[config.mk]
export PLATFORM = sky130hd
export DESIGN_NAME = cluster_mem_responder_flat
export DESIGN_NICKNAME = d
export VERILOG_FILES = /design/src/rtl/cluster_mem_responder_pkg.sv /design/src/rtl/cluster_mem_responder_if.sv /design/src/rtl/cluster_store_lane.sv /design/src/rtl/cluster_mem_responder.sv /design/src/flat_wrapper.sv
export SDC_FILE = /design/constraint.sdc
export NUM_CORES = 1
export LEC_CHECK = 0
export CORE_AREA = 2 2 249 251
export CTS_BUF_LIST = sky130_fd_sc_hd__clkbuf_8
export CTS_CLUSTER_DIAMETER = 60
export DETAILED_ROUTE_END_ITERATION = 12
export DIE_AREA = 0 0 251 253
export HOLD_SLACK_MARGIN = 0.05
export PLACE_DENSITY = 0.76
export SKIP_LAST_GASP = 1
export SLEW_MARGIN = 20
export SYNTH_ARGS = -nofsm -noshare
export SYNTH_HDL_FRONTEND = slang
export SYNTH_SLANG_ARGS = --single-unit
[constraint.sdc]
create_clock -name clk -period 50.4 [get_ports clk]
set_clock_uncertainty 0.2 [all_clocks]
set_input_delay 10.08 -clock clk [delete_from_list [all_inputs] [get_ports clk]]
set_output_delay 10.08 -clock clk [all_outputs]
set_load 0.05 [all_outputs]
[src/rtl/cluster_mem_responder_pkg.sv]
// Shared types, constants and lane helpers for the cluster memory responder.
package cluster_mem_responder_pkg;

    localparam int unsigned ADDR_W     = 32;
    localparam int unsigned DATA_W     = 32;
    localparam int unsigned LINE_BYTES = 16;
    localparam int unsigned LINE_W     = LINE_BYTES * 8;
    localparam int unsigned OFFS_W     = 4;
    localparam int unsigned TAG_W      = ADDR_W - OFFS_W;
    localparam int unsigned CTRL_W     = 3;

    // funct3 encodings shared with the core's load/store decode
    localparam logic [CTRL_W-1:0] F3_B  = 3'b000;
    localparam logic [CTRL_W-1:0] F3_H  = 3'b001;
    localparam logic [CTRL_W-1:0] F3_W  = 3'b010;
    localparam logic [CTRL_W-1:0] F3_BU = 3'b100;
    localparam logic [CTRL_W-1:0] F3_HU = 3'b101;

    typedef enum logic [1:0] {
        ST_IDLE = 2'd0,
        ST_REQ  = 2'd1,
        ST_DONE = 2'd2
    } state_e;

    typedef enum logic [1:0] {
        SZ_B = 2'd0,
        SZ_H = 2'd1,
        SZ_W = 2'd2
    } size_e;

    // Access size from funct3; every unlisted code behaves as a word
    function automatic size_e access_size(input logic [CTRL_W-1:0] ctrl);
        size_e sz;
        case (ctrl)
            F3_B, F3_BU: sz = SZ_B;
            F3_H, F3_HU: sz = SZ_H;
            F3_W:        sz = SZ_W;
            default:     sz = SZ_W;
        endcase
        return sz;
    endfunction

    // Byte enables of an access within its 16-byte line
    function automatic logic [LINE_BYTES-1:0] byte_mask(input logic [CTRL_W-1:0] ctrl,
                                                        input logic [OFFS_W-1:0] offset);
        logic [LINE_BYTES-1:0] base;
        case (access_size(ctrl))
            SZ_B:    base = LINE_BYTES'(4'h1);
            SZ_H:    base = LINE_BYTES'(4'h3);
            default: base = LINE_BYTES'(4'hF);
        endcase
        return base << offset;
    endfunction

endpackage

[src/rtl/cluster_mem_responder_if.sv]
// Cluster-side request/response bus plus the line backend handshake.
interface cluster_mem_responder_if;
    import cluster_mem_responder_pkg::*;

    logic [ADDR_W-1:0]     addr;
    logic [DATA_W-1:0]     wdata;
    logic [CTRL_W-1:0]     ctrl;
    logic                  re;
    logic                  we;
    logic                  iscode;
    logic                  flush;
    logic                  busy_c;
    logic [LINE_W-1:0]     insn_data;
    logic [LINE_W-1:0]     data_data;
    logic                  is_dram_data;
    logic                  err;
    logic                  mem_req;
    logic                  mem_we;
    logic [ADDR_W-1:0]     mem_addr;
    logic [LINE_W-1:0]     mem_wdata;
    logic [LINE_BYTES-1:0] mem_wmask;
    logic                  mem_ack;
    logic [LINE_W-1:0]     mem_rdata;

    // Requester side: cluster plus backend completion
    modport master (
        output addr, wdata, ctrl, re, we, iscode, flush, mem_ack, mem_rdata,
        input  busy_c, insn_data, data_data, is_dram_data, err,
               mem_req, mem_we, mem_addr, mem_wdata, mem_wmask
    );

    // Responder side
    modport slave (
        input  addr, wdata, ctrl, re, we, iscode, flush, mem_ack, mem_rdata,
        output busy_c, insn_data, data_data, is_dram_data, err,
               mem_req, mem_we, mem_addr, mem_wdata, mem_wmask
    );

endinterface

[src/rtl/cluster_store_lane.sv]
// Places a right-aligned store into its line byte lanes and flags misalignment.
module cluster_store_lane
    import cluster_mem_responder_pkg::*;
(
    input  logic [CTRL_W-1:0]     ctrl,
    input  logic [OFFS_W-1:0]     offset,
    input  logic [DATA_W-1:0]     wdata,
    output logic [LINE_BYTES-1:0] mask_c,
    output logic [LINE_W-1:0]     data_c,
    output logic                  misaligned_c
);

    // Lane replication and alignment check by access size
    always_comb begin
        mask_c       = byte_mask(ctrl, offset);
        data_c       = {4{wdata}};
        misaligned_c = 1'b0;
        case (access_size(ctrl))
            SZ_B: data_c = {16{wdata[7:0]}};
            SZ_H: begin
                data_c       = {8{wdata[15:0]}};
                misaligned_c = offset[0];
            end
            default: begin
                data_c       = {4{wdata}};
                misaligned_c = (offset[1:0] != 2'b00);
            end
        endcase
    end

endmodule

[src/rtl/cluster_mem_responder.sv]
// Converts cluster word/sub-word requests into masked line transactions,
// with a one-entry read line buffer kept coherent with local stores.
module cluster_mem_responder
    import cluster_mem_responder_pkg::*;
#(
    parameter logic [ADDR_W-1:0] DRAM_BASE   = 32'h8000_0000,
    parameter logic [ADDR_W-1:0] DRAM_MASK   = 32'hF800_0000,
    parameter bit                LINE_BUF_EN = 1'b1
) (
    input  logic                    clk,
    input  logic                    rst,
    cluster_mem_responder_if.slave  bus
);

    state_e                state_q, state_d;
    logic [ADDR_W-1:0]     addr_q;
    logic                  iscode_q;
    logic                  we_q;
    logic                  buf_valid;
    logic [TAG_W-1:0]      buf_tag;
    logic [LINE_W-1:0]     buf_line;
    logic [LINE_W-1:0]     merged_c;
    logic [LINE_BYTES-1:0] lane_mask_c;
    logic [LINE_W-1:0]     lane_data_c;
    logic                  misaligned_c;
    logic                  req_c;
    logic                  rd_hit_c;

    function automatic logic in_dram(input logic [ADDR_W-1:0] a);
        return (a & DRAM_MASK) == DRAM_BASE;
    endfunction

    cluster_store_lane u_lane (
        .ctrl         (bus.ctrl),
        .offset       (bus.addr[OFFS_W-1:0]),
        .wdata        (bus.wdata),
        .mask_c       (lane_mask_c),
        .data_c       (lane_data_c),
        .misaligned_c (misaligned_c)
    );

    assign req_c    = bus.re | bus.we;
    assign rd_hit_c = LINE_BUF_EN && buf_valid && bus.re && !bus.we &&
                      (buf_tag == bus.addr[ADDR_W-1:OFFS_W]);

    // Buffered line with the in-flight store bytes applied
    always_comb begin
        merged_c = buf_line;
        for (int unsigned i = 0; i < LINE_BYTES; i++) begin
            if (bus.mem_wmask[i]) merged_c[8*i +: 8] = bus.mem_wdata[8*i +: 8];
        end
    end

    // State register
    always_ff @(posedge clk or posedge rst) begin
        if (rst) state_q <= ST_IDLE;
        else     state_q <= state_d;
    end

    // Next state and combinational stall
    always_comb begin
        state_d    = state_q;
        bus.busy_c = 1'b0;
        case (state_q)
            ST_IDLE: begin
                bus.busy_c = req_c;
                if (req_c) state_d = (misaligned_c || rd_hit_c) ? ST_DONE : ST_REQ;
            end
            ST_REQ: begin
                bus.busy_c = 1'b1;
                if (bus.mem_ack) state_d = ST_DONE;
            end
            ST_DONE: state_d = ST_IDLE;
            default: state_d = ST_IDLE;
        endcase
    end

    // Request latch, backend outputs, line buffer and DONE-cycle returns
    always_ff @(posedge clk or posedge rst) begin
        if (rst) begin
            addr_q           <= '0;
            iscode_q         <= 1'b0;
            we_q             <= 1'b0;
            buf_valid        <= 1'b0;
            buf_tag          <= '0;
            buf_line         <= '0;
            bus.insn_data    <= '0;
            bus.data_data    <= '0;
            bus.is_dram_data <= 1'b0;
            bus.err          <= 1'b0;
            bus.mem_req      <= 1'b0;
            bus.mem_we       <= 1'b0;
            bus.mem_addr     <= '0;
            bus.mem_wdata    <= '0;
            bus.mem_wmask    <= '0;
        end else begin
            bus.err          <= 1'b0;
            bus.is_dram_data <= 1'b0;
            case (state_q)
                ST_IDLE: begin
                    if (req_c) begin
                        addr_q   <= bus.addr;
                        iscode_q <= bus.iscode;
                        we_q     <= bus.we;
                        if (misaligned_c) begin
                            bus.err          <= 1'b1;
                            bus.is_dram_data <= in_dram(bus.addr);
                        end else if (rd_hit_c) begin
                            bus.is_dram_data <= in_dram(bus.addr);
                            if (bus.iscode) bus.insn_data <= buf_line;
                            else            bus.data_data <= buf_line;
                        end else begin
                            bus.mem_req   <= 1'b1;
                            bus.mem_we    <= bus.we;
                            bus.mem_addr  <= {bus.addr[ADDR_W-1:OFFS_W], OFFS_W'(0)};
                            bus.mem_wmask <= bus.we ? lane_mask_c : '0;
                            bus.mem_wdata <= bus.we ? lane_data_c : '0;
                        end
                    end
                end
                ST_REQ: begin
                    if (bus.mem_ack) begin
                        bus.mem_req      <= 1'b0;
                        bus.mem_we       <= 1'b0;
                        bus.is_dram_data <= in_dram(addr_q);
                        if (!we_q) begin
                            if (iscode_q) bus.insn_data <= bus.mem_rdata;
                            else          bus.data_data <= bus.mem_rdata;
                            if (LINE_BUF_EN) begin
                                buf_valid <= 1'b1;
                                buf_tag   <= addr_q[ADDR_W-1:OFFS_W];
                                buf_line  <= bus.mem_rdata;
                            end
                        end else if (buf_valid && buf_tag == addr_q[ADDR_W-1:OFFS_W]) begin
                            buf_line <= merged_c;
                        end
                    end
                end
                default: ;
            endcase
            // Flush beats a same-cycle fill
            if (bus.flush) buf_valid <= 1'b0;
        end
    end

endmodule

[src/flat_wrapper.sv]
// flat-port wrapper written by rule: the top's interface ports become plain ports
module cluster_mem_responder_flat import cluster_mem_responder_pkg::*;
#(
    parameter logic [ADDR_W-1:0] DRAM_BASE   = 32'h8000_0000,
    parameter logic [ADDR_W-1:0] DRAM_MASK   = 32'hF800_0000,
    parameter bit                LINE_BUF_EN = 1'b1
)
  (clk, rst, bus_addr, bus_wdata, bus_ctrl, bus_re, bus_we, bus_iscode, bus_flush, bus_mem_ack, bus_mem_rdata, bus_busy_c, bus_insn_data, bus_data_data, bus_is_dram_data, bus_err, bus_mem_req, bus_mem_we, bus_mem_addr, bus_mem_wdata, bus_mem_wmask);
  cluster_mem_responder_if bus_i ();
  input  logic clk;
  input  logic rst;
  input wire logic [$bits(bus_i.addr)-1:0] bus_addr;
  input wire logic [$bits(bus_i.wdata)-1:0] bus_wdata;
  input wire logic [$bits(bus_i.ctrl)-1:0] bus_ctrl;
  input wire logic [$bits(bus_i.re)-1:0] bus_re;
  input wire logic [$bits(bus_i.we)-1:0] bus_we;
  input wire logic [$bits(bus_i.iscode)-1:0] bus_iscode;
  input wire logic [$bits(bus_i.flush)-1:0] bus_flush;
  input wire logic [$bits(bus_i.mem_ack)-1:0] bus_mem_ack;
  input wire logic [$bits(bus_i.mem_rdata)-1:0] bus_mem_rdata;
  output wire logic [$bits(bus_i.busy_c)-1:0] bus_busy_c;
  output wire logic [$bits(bus_i.insn_data)-1:0] bus_insn_data;
  output wire logic [$bits(bus_i.data_data)-1:0] bus_data_data;
  output wire logic [$bits(bus_i.is_dram_data)-1:0] bus_is_dram_data;
  output wire logic [$bits(bus_i.err)-1:0] bus_err;
  output wire logic [$bits(bus_i.mem_req)-1:0] bus_mem_req;
  output wire logic [$bits(bus_i.mem_we)-1:0] bus_mem_we;
  output wire logic [$bits(bus_i.mem_addr)-1:0] bus_mem_addr;
  output wire logic [$bits(bus_i.mem_wdata)-1:0] bus_mem_wdata;
  output wire logic [$bits(bus_i.mem_wmask)-1:0] bus_mem_wmask;
  assign bus_i.addr = bus_addr;
  assign bus_i.wdata = bus_wdata;
  assign bus_i.ctrl = bus_ctrl;
  assign bus_i.re = bus_re;
  assign bus_i.we = bus_we;
  assign bus_i.iscode = bus_iscode;
  assign bus_i.flush = bus_flush;
  assign bus_i.mem_ack = bus_mem_ack;
  assign bus_i.mem_rdata = bus_mem_rdata;
  assign bus_busy_c = bus_i.busy_c;
  assign bus_insn_data = bus_i.insn_data;
  assign bus_data_data = bus_i.data_data;
  assign bus_is_dram_data = bus_i.is_dram_data;
  assign bus_err = bus_i.err;
  assign bus_mem_req = bus_i.mem_req;
  assign bus_mem_we = bus_i.mem_we;
  assign bus_mem_addr = bus_i.mem_addr;
  assign bus_mem_wdata = bus_i.mem_wdata;
  assign bus_mem_wmask = bus_i.mem_wmask;
  cluster_mem_responder #(.DRAM_BASE(DRAM_BASE), .DRAM_MASK(DRAM_MASK), .LINE_BUF_EN(LINE_BUF_EN)) u_core (.clk(clk), .rst(rst), .bus(bus_i));
endmodule
* Word-level counts from Yosys, hierarchy flattened
Cells that the tools add are included.
** Cells by class
- Equal/unequal tests :: 37
- Shift operators :: 1
- Multiplexer cells :: 66
- Bitwise operators :: 4
- Reductions and logical operators :: 39
** Operator list (number)
- $mux W128 :: 17
- $pmux W128 S2 :: 3
- $mux W8 :: 16
- $reduce_and A4 Y1 :: 17
- $eq A28 B28 Y1 :: 2
- $ne A2 B1 Y1 const B :: 19
- $mux W1 :: 18
- $ne A2 B2 Y1 const B :: 9
- $mux W16 :: 1
- $reduce_and A8 Y1 :: 2
- $shl A4 B4 Y16 :: 1
- $eq A5 B5 Y1 const B :: 2
- $pmux W1 S2 :: 5
- $pmux W2 S2 :: 2
- $pmux W4 S2 :: 1
- $reduce_bool A2 Y1 :: 4
- $eq A3 B3 Y1 const B :: 2
- $mux W2 :: 3
- $reduce_and A3 Y1 :: 2
- $reduce_and A5 Y1 :: 1
- $eq A2 B1 Y1 const B :: 2
- $logic_and A1 B1 Y1 :: 4
- $logic_not A2 Y1 :: 2
- $reduce_and A2 Y1 :: 2
- 7 further kinds :: 10
** Word-level totals
- Flip-flop bits (word level) :: 625
- Input port bits :: 202
- Output and inout port bits :: 437
- Logic and storage cells :: 178

* Longest topological paths before layout
- Depth in word-level cells :: 9
- Gate-level depth with buffers :: 9
- Gate-level depth less buffers :: 6

* Cells and area by module
Synthesis repeated with hierarchy kept, for this count alone.
** Unflattened totals
- Cells, all modules :: 2233
- Area total of the unflattened synthesis :: 28172.0 um2
** By module, submodules not included
- cluster_mem_responder :: instances 1, cells an instance 2031, area each 26685.6 um2, seq. area each 15539.9 um2
- cluster_store_lane :: instances 1, cells an instance 202, area each 1486.4 um2, seq. area each 0.0 um2

* Least setup slack after synthesis
No wires, ideal clock.
- Path type :: input -> output
- Start :: input port bus_re
- End :: output port bus_busy_c
- Data arrival time :: 10.934 ns
- Data required time :: 40.120 ns
- Path slack :: 29.186 ns
- Cell stages on the path :: 2
- Buffers on the path :: 0
- Cells stage by stage :: nor2_1 -> a21oi_1
** On the way
- Cells in the longest elaborated chain, start to end :: 2
** Ends and longest elaborated chain
- from (decl) :: RTL line flat_wrapper.sv:15 : input wire logic [$bits(bus_i.re)-1:0] bus_re;
- $or A1 B1 Y1 :: RTL line cluster_mem_responder.sv:42 : assign req_c = bus.re | bus.we;
- $pmux W1 S2 :: RTL line cluster_mem_responder.sv:64 : case (state_q)
- to (decl) :: RTL line flat_wrapper.sv:21 : output wire logic [$bits(bus_i.busy_c)-1:0] bus_busy_c;
No other way between the ends.

* Worst setup path after layout
- Start :: input port bus_we
- End :: output port bus_busy_c
** On the way
- Cells in the longest elaborated chain, start to end :: 2
** Ends and longest elaborated chain
- from (decl) :: RTL line flat_wrapper.sv:16 : input wire logic [$bits(bus_i.we)-1:0] bus_we;
- $or A1 B1 Y1 :: RTL line cluster_mem_responder.sv:42
- $pmux W1 S2 :: RTL line cluster_mem_responder.sv:64
No other way between the ends.

==> impl_results.md <==
* Post-synth top area cell: dfrtp_1
* Synthesized flop and latch total at 525
* Number of hold buffers added after cts at 0
* Cells after Synth at 2186
* Top-count cell post-synth: dfrtp_1
* P per Cell Area at 84.7 mW/mm²
* # fillers at 5087
* PortBufs at 633
* Worst Hold Depth at 1
* Top cells by count, synth: dfrtp_1, nand2_1, o22a_1, o21ai_0, mux2_2
* Synth cell types at 44
* Worst reg2reg endpoint: u_core.bus.data_data[16]
* Layout cell share with drive strength beyond 1 at 15.4%
* Final setup fails at 0
* Clk slew on worst S/H paths at 0.06 ns
* Post-cts resize count at 0
* Root Buffer: clkbuf_8
* Utilization after layout at 53.7%
* Hold Path End: u_core.bus.mem_we
* Clock sink count at 525
* Internal power at 1.40 mW
* Crit share post-route at 44.5%
* Critical Path Source Type: input pin
* Worst Max-Slew Pin Slew at 1.14 ns
* Global-route wire length before repair at 134 mm
* Post-synth EDFFs at 0
* Combinational share of power at 57.0%
* GRT Util Overall at 28.3%
* Metal3 WL at 8.15 mm
* Antenna violations before repair at 12
* # DRC at 0
* I/O pin cnt at 639
* Status: finished, final reports clean
* Switching share of power at 49.6%
* Most used flip-flop cell after synthesis: dfrtp_1
* Synth warn at 0
* P&R area growth vs syn at 32.4%
* Routability Congestion at 0.905
* Met1 wire length at 36.5 mm
* Routed WL at 92.3 mm
* Synth area leaders: dfrtp_1, o22a_1, mux2_2, mux2_4, o2111ai_1
* Nets at 2861
* Die area at 0.0635 mm²
* Worst hold slack at 0.297 ns
* Mapped cell area at 0.0248 mm²
* Final cell count without fillers at 3535
* Worst Path Required at 40.12 ns
* Worst vdd ir at 0.0000480 V
* Gr ovfl total at 0
* CTS tree: built
* Initial core utilization at 40.6%
* Hold crit path type: reg2reg
* TNS Setup at 0 ns
* CP Capture Type: output port
* Top cell type's share of synthesized area at 53.0%
* Die Wd at 251 µm
* DRT iter0 DRCs at 1894
* Wire length on met2 at 43.8 mm
* FF-to-FF path depth at 7
* Worst Hold Launch: u_core.bus.mem_we
* Register Area at 0.0131 mm²
* Final HPWL DP at 63.4 mm
* Worst path arrival time at 12.15 ns
* Worst-path fanout max at 34
* FFs w/ async S/R, synth at 100%
* Multi-input logic area at 0.00964 mm²
* Top Metal Used: met5
* Core area at 0.0610 mm²
* P_sw at 1.38 mW
* Avg Inst Size Synth at 11.3 µm²
* Static leakage at 14.1 nW
* Sequential element share of the synthesized area at 53.0%
* Hold Vio Cnt, Final at 0
* H-tree Lvls at 3
* Max-cap violations at 0
* Clock Latency Late Sink at 0.68 ns
* Routed via count at 20300
* WL/cell at 26.1 µm
* Crit Path Category: in2out
* Final ANT Viol Nets at 0
* Final Max Tran Viols at 0
* Slew headroom at 24.3%
* Vias in the first global route at 20300
* Die outline height at 253 µm
* Initial DRT Pass Iterations at 6
* Sequential Power Share at 28.5%
* Post-CTS setup buffer count at 0
* Maximum root-to-sink buffer count at 3
* Row Count at 91
* Placed cells at 3356
* Clock group share of total power at 14.4%
* Vias per cell at 5.73
* Maximum clock rate at 44.6 MHz
* Critical R2R Launch: u_core.buf_tag[0]
* Fin crit period at 22.43 ns
* Largest net degree at the start of global routing at 196
* Unrepaired setup endpoints after global routing: false
* CTS buffer count at 90
* Reg2reg setup slack at 46.00 ns
==> logic make-up (layout without fill, tap and decap cells) <==
kind of cell	after synthesis	count (layout)	share of synthesized area, %
AND/OR/NAND/NOR	361	361	6.20
buffers and inverters	413	955	8.41
flip-flops	525	525	53.0
other	1	18	0.0151
XOR/XNOR	57	57	2.02
AO/OA/AOI/OAI	596	596	18.6
multiplexers	233	233	11.7
==> sequential cells by signal, summed over array words and instances (netlist names), 2 cells and up <==
signal,cells
u_core.addr_q,28
u_core.buf_line,128
u_core.buf_tag,28
u_core.bus.data_data,128
u_core.bus.insn_data,128
u_core.bus.mem_addr,28
u_core.bus.mem_wdata,32
u_core.bus.mem_wmask,16
u_core.state_q,2
==> cell usage in the layout (no fill, tap or decap), types with 10 or more instances in the layout <==
cell,instances
clkdlybuf4s50_1,633
dfrtp_1,524
nand2_1,275
o22a_1,257
inv_1,155
o21ai_0,151
mux2_2,136
o2111ai_1,128
clkbuf_8,114
mux2_4,80
xnor2_1,45
buf_4,21
nand4_1,20
nor2_1,20
mux2i_1,17
diode_2,14
clkinv_2,13
xor2_1,12
a21o_2,11
a21boi_0,10
==> area by class of cell <==
type	count	share of cell area (%)
diodes	14	0.107
clock buffers	114	4.79
clock inverters	50	0.977
inverters	132	1.53
multi-input cells	1251	29.4
flip-flops and latches	525	40.1
well taps	790	3.02
repair buffers	659	20.1
==> worst max-delay path, cell delays in order <==
cell and delay, ns:
clkdlybuf4s50_1 0.46, buf_4 0.34, nor2_1 0.14, a21oi_1 0.22, clkdlybuf4s50_1 0.88
==> power groups by stage <==
stage,sequential (mW),combinational [mW],clock [mW]
after floorplan,1.21,0.644,0
after global placement,0.780,1.56,0
after detailed placement,0.794,1.58,0
after CTS,0.789,1.59,0.407
after global routing,0.814,1.65,0.426
final,0.792,1.58,0.400
==> how the worst max path moves through the flow <==
stage                 from           endpoint  slack [ns]
global placement    bus_we         bus_busy_c       28.03
detailed placement  bus_we         bus_busy_c       28.01
floorplan              rst  u_core.addr_q[10]       25.45
finish              bus_we         bus_busy_c       27.97
global route        bus_we         bus_busy_c       27.88
CTS                 bus_we         bus_busy_c       27.99
==> metal layers <==
layer  vias up  track usage (%)
met2      1007             45.5
met1     10400             35.4
li1       8707                -
met4         4             13.1
met3       187             8.08
met5         -                0
==> stage by stage <==
step                total power [mW]  setup WS [ns]  instance area, µm²
floorplan                       1.85          25.45               24800
global placement                2.34          28.03               30800
detailed placement              2.38          28.01               30800
CTS                             2.78          27.99               32700
global route                    2.89          27.88               32800
finish                          2.78          27.97               32800
No activity file was read; power rests on OpenSTA's default activity.
